===== src/rtl/cpu_pkg.sv =====
// Shared CPU front-end types and default constants for the fetch path.
package cpu_pkg;

    localparam int              CPU_ADDR_WIDTH   = 16;
    localparam int              CPU_INSTR_WIDTH  = 16;
    localparam logic [15:0]     CPU_RESET_VECTOR = 16'h0000;

    typedef enum logic [2:0] {
        ST_BOOT,
        ST_FETCH,
        ST_HOLD,
        ST_HALTED,
        ST_ERROR
    } fetch_state_t;

endpackage


===== src/rtl/fetch_sequencer_wait_timer.sv =====
// Saturating wait counter: runs while count is high, clears when it drops,
// and flags the cycle on which the LIMIT-th consecutive count lands.
module fetch_sequencer_wait_timer #(
    parameter int LIMIT = 15
) (
    input  logic clk,
    input  logic reset_n,
    input  logic count,
    output logic expire
);

    localparam int W = $clog2(LIMIT + 1);

    logic [W-1:0] cnt;

    always_ff @(posedge clk or negedge reset_n) begin
        if (!reset_n) begin
            cnt <= '0;
        end else if (!count) begin
            cnt <= '0;
        end else if (cnt != W'(LIMIT)) begin
            cnt <= cnt + 1'b1;
        end
    end

    // Combinational so a read that has already waited LIMIT-1 cycles
    // expires on its LIMIT-th cycle, not one later.
    assign expire = count && (cnt == W'(LIMIT - 1));

endmodule


===== src/rtl/fetch_sequencer.sv =====
// Instruction fetch controller: drives the IP, fetches from program memory,
// hands words to the decoder, and handles branch, halt and read timeouts.
module fetch_sequencer
    import cpu_pkg::*;
#(
    parameter int                    ADDR_WIDTH   = CPU_ADDR_WIDTH,
    parameter int                    INSTR_WIDTH  = CPU_INSTR_WIDTH,
    parameter logic [ADDR_WIDTH-1:0] RESET_VECTOR = ADDR_WIDTH'(CPU_RESET_VECTOR),
    parameter int                    MAX_WAIT     = 15
) (
    input  logic                   clk,
    input  logic                   reset_n,
    input  logic [ADDR_WIDTH-1:0]  ip_value,
    output logic                   load_ip,
    output logic                   inc_ip,
    output logic [ADDR_WIDTH-1:0]  ip_load_value,
    output logic                   mem_req,
    output logic [ADDR_WIDTH-1:0]  mem_addr,
    input  logic                   mem_ready,
    input  logic [INSTR_WIDTH-1:0] mem_rdata,
    output logic [INSTR_WIDTH-1:0] instr_out,
    output logic                   instr_valid,
    input  logic                   instr_ack,
    input  logic                   branch_req,
    input  logic [ADDR_WIDTH-1:0]  branch_target,
    input  logic                   halt,
    output logic                   halted,
    output logic                   fetch_err
);

    fetch_state_t state, state_nxt;
    logic         take_branch;
    logic         capture;
    logic         wait_count;
    logic         timeout;

    // A branch outranks a coincident mem_ready or instr_ack.
    assign take_branch = branch_req &&
                         (state == ST_FETCH || state == ST_HOLD || state == ST_HALTED);
    assign capture     = (state == ST_FETCH) && mem_ready && !take_branch;
    assign wait_count  = (state == ST_FETCH) && !mem_ready && !take_branch;

    fetch_sequencer_wait_timer #(
        .LIMIT (MAX_WAIT)
    ) u_wait_timer (
        .clk     (clk),
        .reset_n (reset_n),
        .count   (wait_count),
        .expire  (timeout)
    );

    always_comb begin
        state_nxt = state;
        case (state)
            ST_BOOT:   state_nxt = ST_FETCH;
            ST_FETCH: begin
                if (take_branch)    state_nxt = ST_FETCH;
                else if (mem_ready) state_nxt = ST_HOLD;
                else if (timeout)   state_nxt = ST_ERROR;
            end
            ST_HOLD: begin
                if (take_branch)    state_nxt = ST_FETCH;
                else if (instr_ack) state_nxt = halt ? ST_HALTED : ST_FETCH;
            end
            ST_HALTED: begin
                if (take_branch)    state_nxt = ST_FETCH;
            end
            ST_ERROR:  state_nxt = ST_ERROR;
            default:   state_nxt = ST_ERROR;
        endcase
    end

    // Status outputs are registered from the next state so they line up
    // with the state register and drop immediately on async reset.
    always_ff @(posedge clk or negedge reset_n) begin
        if (!reset_n) begin
            state       <= ST_BOOT;
            instr_out   <= '0;
            mem_req     <= 1'b0;
            instr_valid <= 1'b0;
            halted      <= 1'b0;
            fetch_err   <= 1'b0;
        end else begin
            state       <= state_nxt;
            if (capture) instr_out <= mem_rdata;
            mem_req     <= (state_nxt == ST_FETCH);
            instr_valid <= (state_nxt == ST_HOLD);
            halted      <= (state_nxt == ST_HALTED);
            fetch_err   <= (state_nxt == ST_ERROR);
        end
    end

    // BOOT is also the reset state, so the load strobe is masked by reset_n.
    assign load_ip       = reset_n && ((state == ST_BOOT) || take_branch);
    assign inc_ip        = capture;
    assign ip_load_value = (state == ST_BOOT) ? RESET_VECTOR : branch_target;
    assign mem_addr      = ip_value;

endmodule


===== config.mk =====
export PLATFORM = sky130hd
export DESIGN_NAME = fetch_sequencer
export DESIGN_NICKNAME = d
export VERILOG_FILES = /design/src/rtl/cpu_pkg.sv /design/src/rtl/fetch_sequencer_wait_timer.sv /design/src/rtl/fetch_sequencer.sv
export SDC_FILE = /design/constraint.sdc
export NUM_CORES = 1
export LEC_CHECK = 0
export BUFFER_PORTS_ARGS = -buffer_cell sky130_fd_sc_hd__clkbuf_2
export CAP_MARGIN = 20
export CORE_AREA = 2 2 67 69
export CTS_CLUSTER_SIZE = 28
export DETAILED_ROUTE_END_ITERATION = 6
export DIE_AREA = 0 0 69 71
export GPL_TIMING_DRIVEN = 0
export PLACE_DENSITY = 0.73
export SLEW_MARGIN = 20
export SYNTH_ARGS = -nofsm -noshare
export SYNTH_HDL_FRONTEND = slang
export SYNTH_SLANG_ARGS = --single-unit

===== constraint.sdc =====
create_clock -name clk -period 1.47 [get_ports clk]
set_input_delay 0.0735 -clock clk [delete_from_list [all_inputs] [get_ports clk]]
set_output_delay 0.0735 -clock clk [all_outputs]
set_load 0.05 [all_outputs]

==> impl_results.md, run 1 <==
- First-iteration detailed-routing DRC count: between 40 and 50
- CTS H-tree depth: 1
- Via count: 1,253
- Die ar.: 4900 um^2
- Worst Setup EP: ip_load_value[5]
- Sequential area share after synthesis: 0.471
- DR vias/cell: around 4.5
- Final wirelength: 3410 um
- Peak supply drop: 0.377 mV
- # setup viols final: 36
- Min Tclk post-route: about 1700 ps
- Crit path capture type: output port
- Post-synth top area share: 0.471
- Met3 global-route usage: 0.0356
- Grt peak-use layer: met2
- # IOs: 108
- Antenna violations before repair: 0
- GR met2 Demand/Resource: 0.251
- DRC Markers: 0
- RR Endpoint: instr_out[7]
- GPL Wtd Cong: around 0.76
- Outcome: finished, violations left
- Synthesized flop and latch total: 27
- Critical R2R Launch: state[1]
- Cell Rows: 24
- PortBufs: 91
- Reg area: roughly 680 um^2
- Slew Limit Headroom: 0.547
- Initial core utilization: 0.341
- Critical Path Fanout Max: 7
- Global-route wire length before repair: about 5500 um
- Root buf cell: clkbuf_8
- Fill count: between 300 and 400
- Critical path type: flip-flop to output port
- Routed WL per cell: roughly 12 um
- Synth unique cells: 31
- Post-DRT Antenna Nets: 0
- Clk buf depth: 2
- Final Hold Fails: 27
- Overflow after GRT: 0
- DIE WIDTH: just under 70 um
- Pwr Density: 632 nW/um^2
- Final Cell Area: around 2500 um^2
- CP Launch Type: flip-flop
- Largest cells by area after synthesis: dfrtp_1 47%, mux2_4 9.4%, buf_4 8.9%
- CTS sink count: 27
- DIE HEIGHT: roughly 71 um
- Worst Max-Slew Pin Slew: just under 700 ps
- Worst EP arrival: 1590 ps
- Mean Syn Cell Area: 11.9 um^2
- WP data required: roughly 1400 ps
- Tot Pwr: 1.56 mW
- CTS tree: yes
- Reg clk slew, reported paths: 100 ps
- Met1 usage in global routing: 0.150
- RSZ-0062 raised after global routing: true
- Clk_skew: slightly above 9 ps
- Vias in the first global route: roughly 1,300
- Flop-to-flop setup slack: -180 ps
- Core Area: 4200 um^2
- Failing checks: hold timing, setup timing
- Cell count of the worst reg-to-reg path: 6
- Synth area leader: dfrtp_1
- FMAX: around 600 MHz
- Most common cell after layout, fill and taps aside: clkbuf_2
- Layout cells sized above 1: 0.746
- Post-layout util: 0.588
- Worst Slack Setup Final: -195 ps
- Total GRT Usage: 0.136
- Post-synthesis net count: ~180
- Hold slack: -182 ps
- Pin count of the biggest net entering global routing: 29
- Max Cap Viol: 0
- Final Cycle Share: 1.13
- Max Slew Vio Count: 0
- Nets: about 290
- Worst-Skew Late Latency: between 200 and 300 ps
- Number of CTS-inserted buffers: 3
- Yosys warning total: 0
- Most frequent cells in the layout: 73 x clkbuf_2, 26 x dfrtp_1, 20 x buf_4, 15 x buf_8, 12 x buf_6
- 1st-pass router iterations: 2
- Footprint of the multi-input gates: 692 um^2
- Ant diodes: 0
- DPL Wire Length: between 2000 and 2500 um
- Mapped Area: around 1400 um^2
- Post-Syn Instances: 120
- Launch point of the worst path: state[1]
- Hold Path Class: primary input to async pin
- P&R area growth vs syn: 72.3%
- Dpl cell area: between 1500 and 2000 um^2
- Lkg Pwr: 1.34 nW
## layout make-up
| type | count | share of cell area |
|---|---|---|
| Timing Repair Buffer | 104 | 0.317 |
| Inverter | 6 | 0.0111 |
| Sequential cell | 27 | 0.274 |
| Clock buffer | 3 | 0.0167 |
| Buffer | 20 | 0.0714 |
| Clock inverter | 1 | 0.00304 |
| Tap cell | 52 | 0.0263 |
| Multi-Input combinational cell | 67 | 0.280 |
## worst min path at each step
stage,start,end,slack (ps),depth (start not counted)
2_1_floorplan,reset_n,fetch_err,-220,0
3_3_place_gp,reset_n,mem_req,150,1
3_5_place_dp,reset_n,halted,160,1
4_1_cts,reset_n,halted,-160,1
5_1_grt,reset_n,state[2],-120,1
6_report,reset_n,halted,-180,1
## sequential cells by signal, summed over array words and instances, names as in the netlist
| signal | count |
|---|---|
| state | 3 |
| mem_req | 1 |
| instr_out | 16 |
| halted | 1 |
| u_wait_timer.cnt | 4 |
| fetch_err | 1 |
| instr_valid | 1 |
## where the power goes
part           total, mW  switching (mW)  internal (mW)
Clock              0.424           0.231          0.192
Sequential         0.742               0          0.742
Combinational      0.397           0.234          0.162
## cell usage after synthesis, drive strengths merged
library cell / n
or2: 1
a32oi: 1
nand2: 1
nor2: 6
o21ba: 1
inv: 6
nand3b: 1
clkbuf: 1
ha: 2
or2b: 1
a311oi: 1
nor3b: 1
xnor2: 1
nor4b: 2
or3b: 1
nor2b: 10
o41ai: 2
o21ai: 3
nand4: 1
buf: 19
mux2: 16
nor3: 2
nand4b: 1
nand3: 2
a211oi: 1
a31oi: 2
and2b: 7
dfrtp: 27
## layer usage
layer / vias up / share of wire
li1: 609 / -
met1: 571 / 0.38
met2: 71 / 0.52
met3: 2 / 0.093
met4: 0 / 0.0041
met5: - / 0
## through the flow
stage	worst slack (ps)	setup TNS [ps]	std cells
CTS	-206	-3920	278
global route	-263	-6390	280
finish	-195	-4100	280
detailed placement	-291	-3490	263
global placement	-261	-3060	263
floorplan	-41.3	-617	120
## logic make-up after synthesis
group / after synthesis / share of synthesized area
AND/OR/NAND/NOR: 37 / 0.177
AO/OA/AOI/OAI: 11 / 0.0558
multiplexers: 16 / 0.149
buffers and inverters: 26 / 0.123
flip-flops: 27 / 0.471
adder cells (fa/ha/maj): 2 / 0.0174
XOR/XNOR: 1 / 0.00611
## worst max-delay path, stage by stage, from the launching register on
cell       delay [ps]
dfrtp_1           380
buf_6             130
nor3_4            210
clkbuf_8          190
and2b_2           230
clkbuf_16         170
## what timing repair did
action	in CTS	in global routing
setup endpoints to repair	32	41
hold endpoints to repair	27	27
pin swaps	4	2
gates resized for setup	53	41
buffers inserted	11	2
Note: power is estimated with default switching activity, not from simulation.
==> run 2: changes to the inputs <==
--- a/config.mk
+++ b/config.mk
@@ -6,7 +6,7 @@
 export NUM_CORES = 1
 export LEC_CHECK = 0
 export BUFFER_PORTS_ARGS = -buffer_cell sky130_fd_sc_hd__clkbuf_2
-export CAP_MARGIN = 20
+export CAP_MARGIN = 0
 export CORE_AREA = 2 2 67 69
 export CTS_CLUSTER_SIZE = 28
 export DETAILED_ROUTE_END_ITERATION = 6
==> constraint.sdc (replaced) <==
create_clock -name clk -period 1.47 [get_ports clk]
set_input_delay 0.0735 -clock clk [delete_from_list [all_inputs] [get_ports clk]]
set_output_delay 0.0735 -clock clk [all_outputs]
set_load 0.005 [all_outputs]
==> run 2 against run 1 <==
  * The run still ends with hold timing, setup timing left
  * Combinational power down 57%
  * Hold slack is essentially flat
  * First-iteration DRC count fell by 26%
  * Maximum frequency rose by 4.4%
==> impl_results.md, run 2 (synthesized netlist as in run 1, its figures left out) <==
- Total GRT Usage: 0.126
- Final wirelength: 3240 um
- Setup TNS: -2290 ps
- Lkg Pwr: approximately 1.2 nW
- Worst Slack Setup Final: -124 ps
- Initial core utilization: 0.341
- Cell Rows: 24
- Antenna violations before repair: 0
- Die ar.: between 4000 and 5000 um^2
- Tot Pwr: between 1 and 1.5 mW
- Ant diodes: 0
- DPL Wire Length: between 2000 and 2500 um
- Number of CTS-inserted buffers: 3
- Crit path capture type: output port
- Pwr Density: 593 nW/um^2
- Most common cell after layout, fill and taps aside: clkbuf_2
- Max Cap Viol: 0
- Worst-Skew Late Latency: 270 ps
- Worst Max-Slew Pin Slew: 665 ps
- Pin count of the biggest net entering global routing: 29
- Outcome: finished, violations left
- Metal-1 WL: 1150 um
- Slew Limit Headroom: 0.557
- Max reg flops: 16
- DP Worst Slack: -259 ps
- Final Hold Fails: 27
- Routed WL per cell: between 10 and 15 um
- Dpl cell area: a little under 2000 um^2
- Post-layout util: 0.532
- # setup viols final: 35
- DIE WIDTH: 69 um
- Met2 routed WL: between 1500 and 2000 um
- Max Slew Vio Count: 0
- Slowest cell delay on critical path: 390 ps
- Via count: ~1,200
- Crit-path slowest cell: dfrtp_1
- Hold Path Class: primary input to async pin
- Uppermost layer routed: met4
- Post-DRT Antenna Nets: 0
- Cell mode on critical path: buf_6
- Finished Layout Cells: around 280
- DRC Markers: 0
- Worst EP arrival: between 1500 and 2000 ps
- Clk buf depth: 2
- Final Cycle Share: 1.08
- PortBufs: 91
- Largest Register: instr_out
- Layout cells sized above 1: 0.707
- Peak supply drop: between 0.3 and 0.4 mV
- Min Tclk post-route: between 1500 and 2000 ps
- Critical Path Fanout Max: 6
- Core Area: between 4000 and 5000 um^2
- Critical path type: flip-flop to output port
- Top flop regs: instr_out: 16 flops, u_wait_timer.cnt: 4 flops, state: 3 flops
- Clk_skew: roughly 4.2 ps
- Final Cell Area: around 2200 um^2
- DIE HEIGHT: 71 um
- Hold slack: -181 ps
- Failing checks: hold timing, setup timing
- CTS sink count: 27
- Most frequent cells in the layout: 89 x clkbuf_2, 26 x dfrtp_1, 23 x buf_4, 9 x nor2b_1, 9 x mux2_4
- DR vias/cell: 4.48
- RSZ-0062 raised after global routing: true
- Reg clk slew, reported paths: ~90 ps
- Global-route wire length before repair: around 5000 um
- CTS H-tree depth: 1
- Critical Path, Cell by Cell: buf_6 > nor4b_4 > nand2_4 > buf_12 > clkinv_4 > buf_6
- FMAX: about 630 MHz
- # IOs: 108
- CTS tree: yes
- Root buf cell: clkbuf_8
- First-iteration detailed-routing DRC count: 35
- Met3 wire length: ~260 um
- GPL Wtd Cong: 0.771
- Vias in the first global route: about 1,200
- WP data required: roughly 1400 ps
- Nets: about 280
- Overflow after GRT: 0
- 1st-pass router iterations: 2
- Placed cell count: about 260
- P&R area growth vs syn: 56.0%
- CP Launch Type: flip-flop
-- run 2: critical path, delay by kind of cell (launching register included) --
family                 cells  cell delay (ps)
and+or+nand+nor            2              450
DFF                        1              390
buffers and inverters      4              410
-- run 2: repair_timing --
| item | in CTS | in global routing |
|---|---|---|
| buffers inserted | 7 | 2 |
| pin swaps | 7 | 3 |
| cloned | 0 | 1 |
| endpoints found under the setup margin | 31 | 40 |
| gates resized for setup | 9 | 18 |
| endpoints found under the hold margin | 27 | 27 |
-- run 2: final timing paths --
path / from / to / slack (ps) / cells after the start
worst max register to register: state[1] / instr_out[12] / -90 / 5
max in group asynchronous: reset_n / state[0] / 1190 / 1
worst min-delay path: reset_n / instr_out[3] / -180 / 1
min in group clk: mem_rdata[3] / instr_out[3] / 20 / 2
worst max-delay path: state[1] / inc_ip / -120 / 6
worst min register to register: instr_out[5] / instr_out[5] / 510 / 1
-- run 2: cell type report --
cell class / count / area [um^2]
plain buffers: 20 / 176
clock buffers: 3 / 41.3
clock inverters: 1 / 5.00
fillers: 395 / 1970
inverters: 6 / 27.5
multi-input cells: 67 / 674
flip-flops and latches: 27 / 677
well taps: 52 / 65.1
repair buffers: 101 / 571
-- run 2: report_power, final --
part | leakage (nW) | total [mW] | switching [mW] | internal (mW)
Sequential | 0.365 | 0.742 | 0 | 0.742
Combinational | 0.854 | 0.169 | 0.0650 | 0.104
Clock | 0.0255 | 0.415 | 0.225 | 0.190
-- run 2: metal layers --
metal,global-route usage,up-vias
met4,0.0610,0
met5,0,-
met2,0.234,64
met3,0.0256,4
li1,-,601
met1,0.136,571
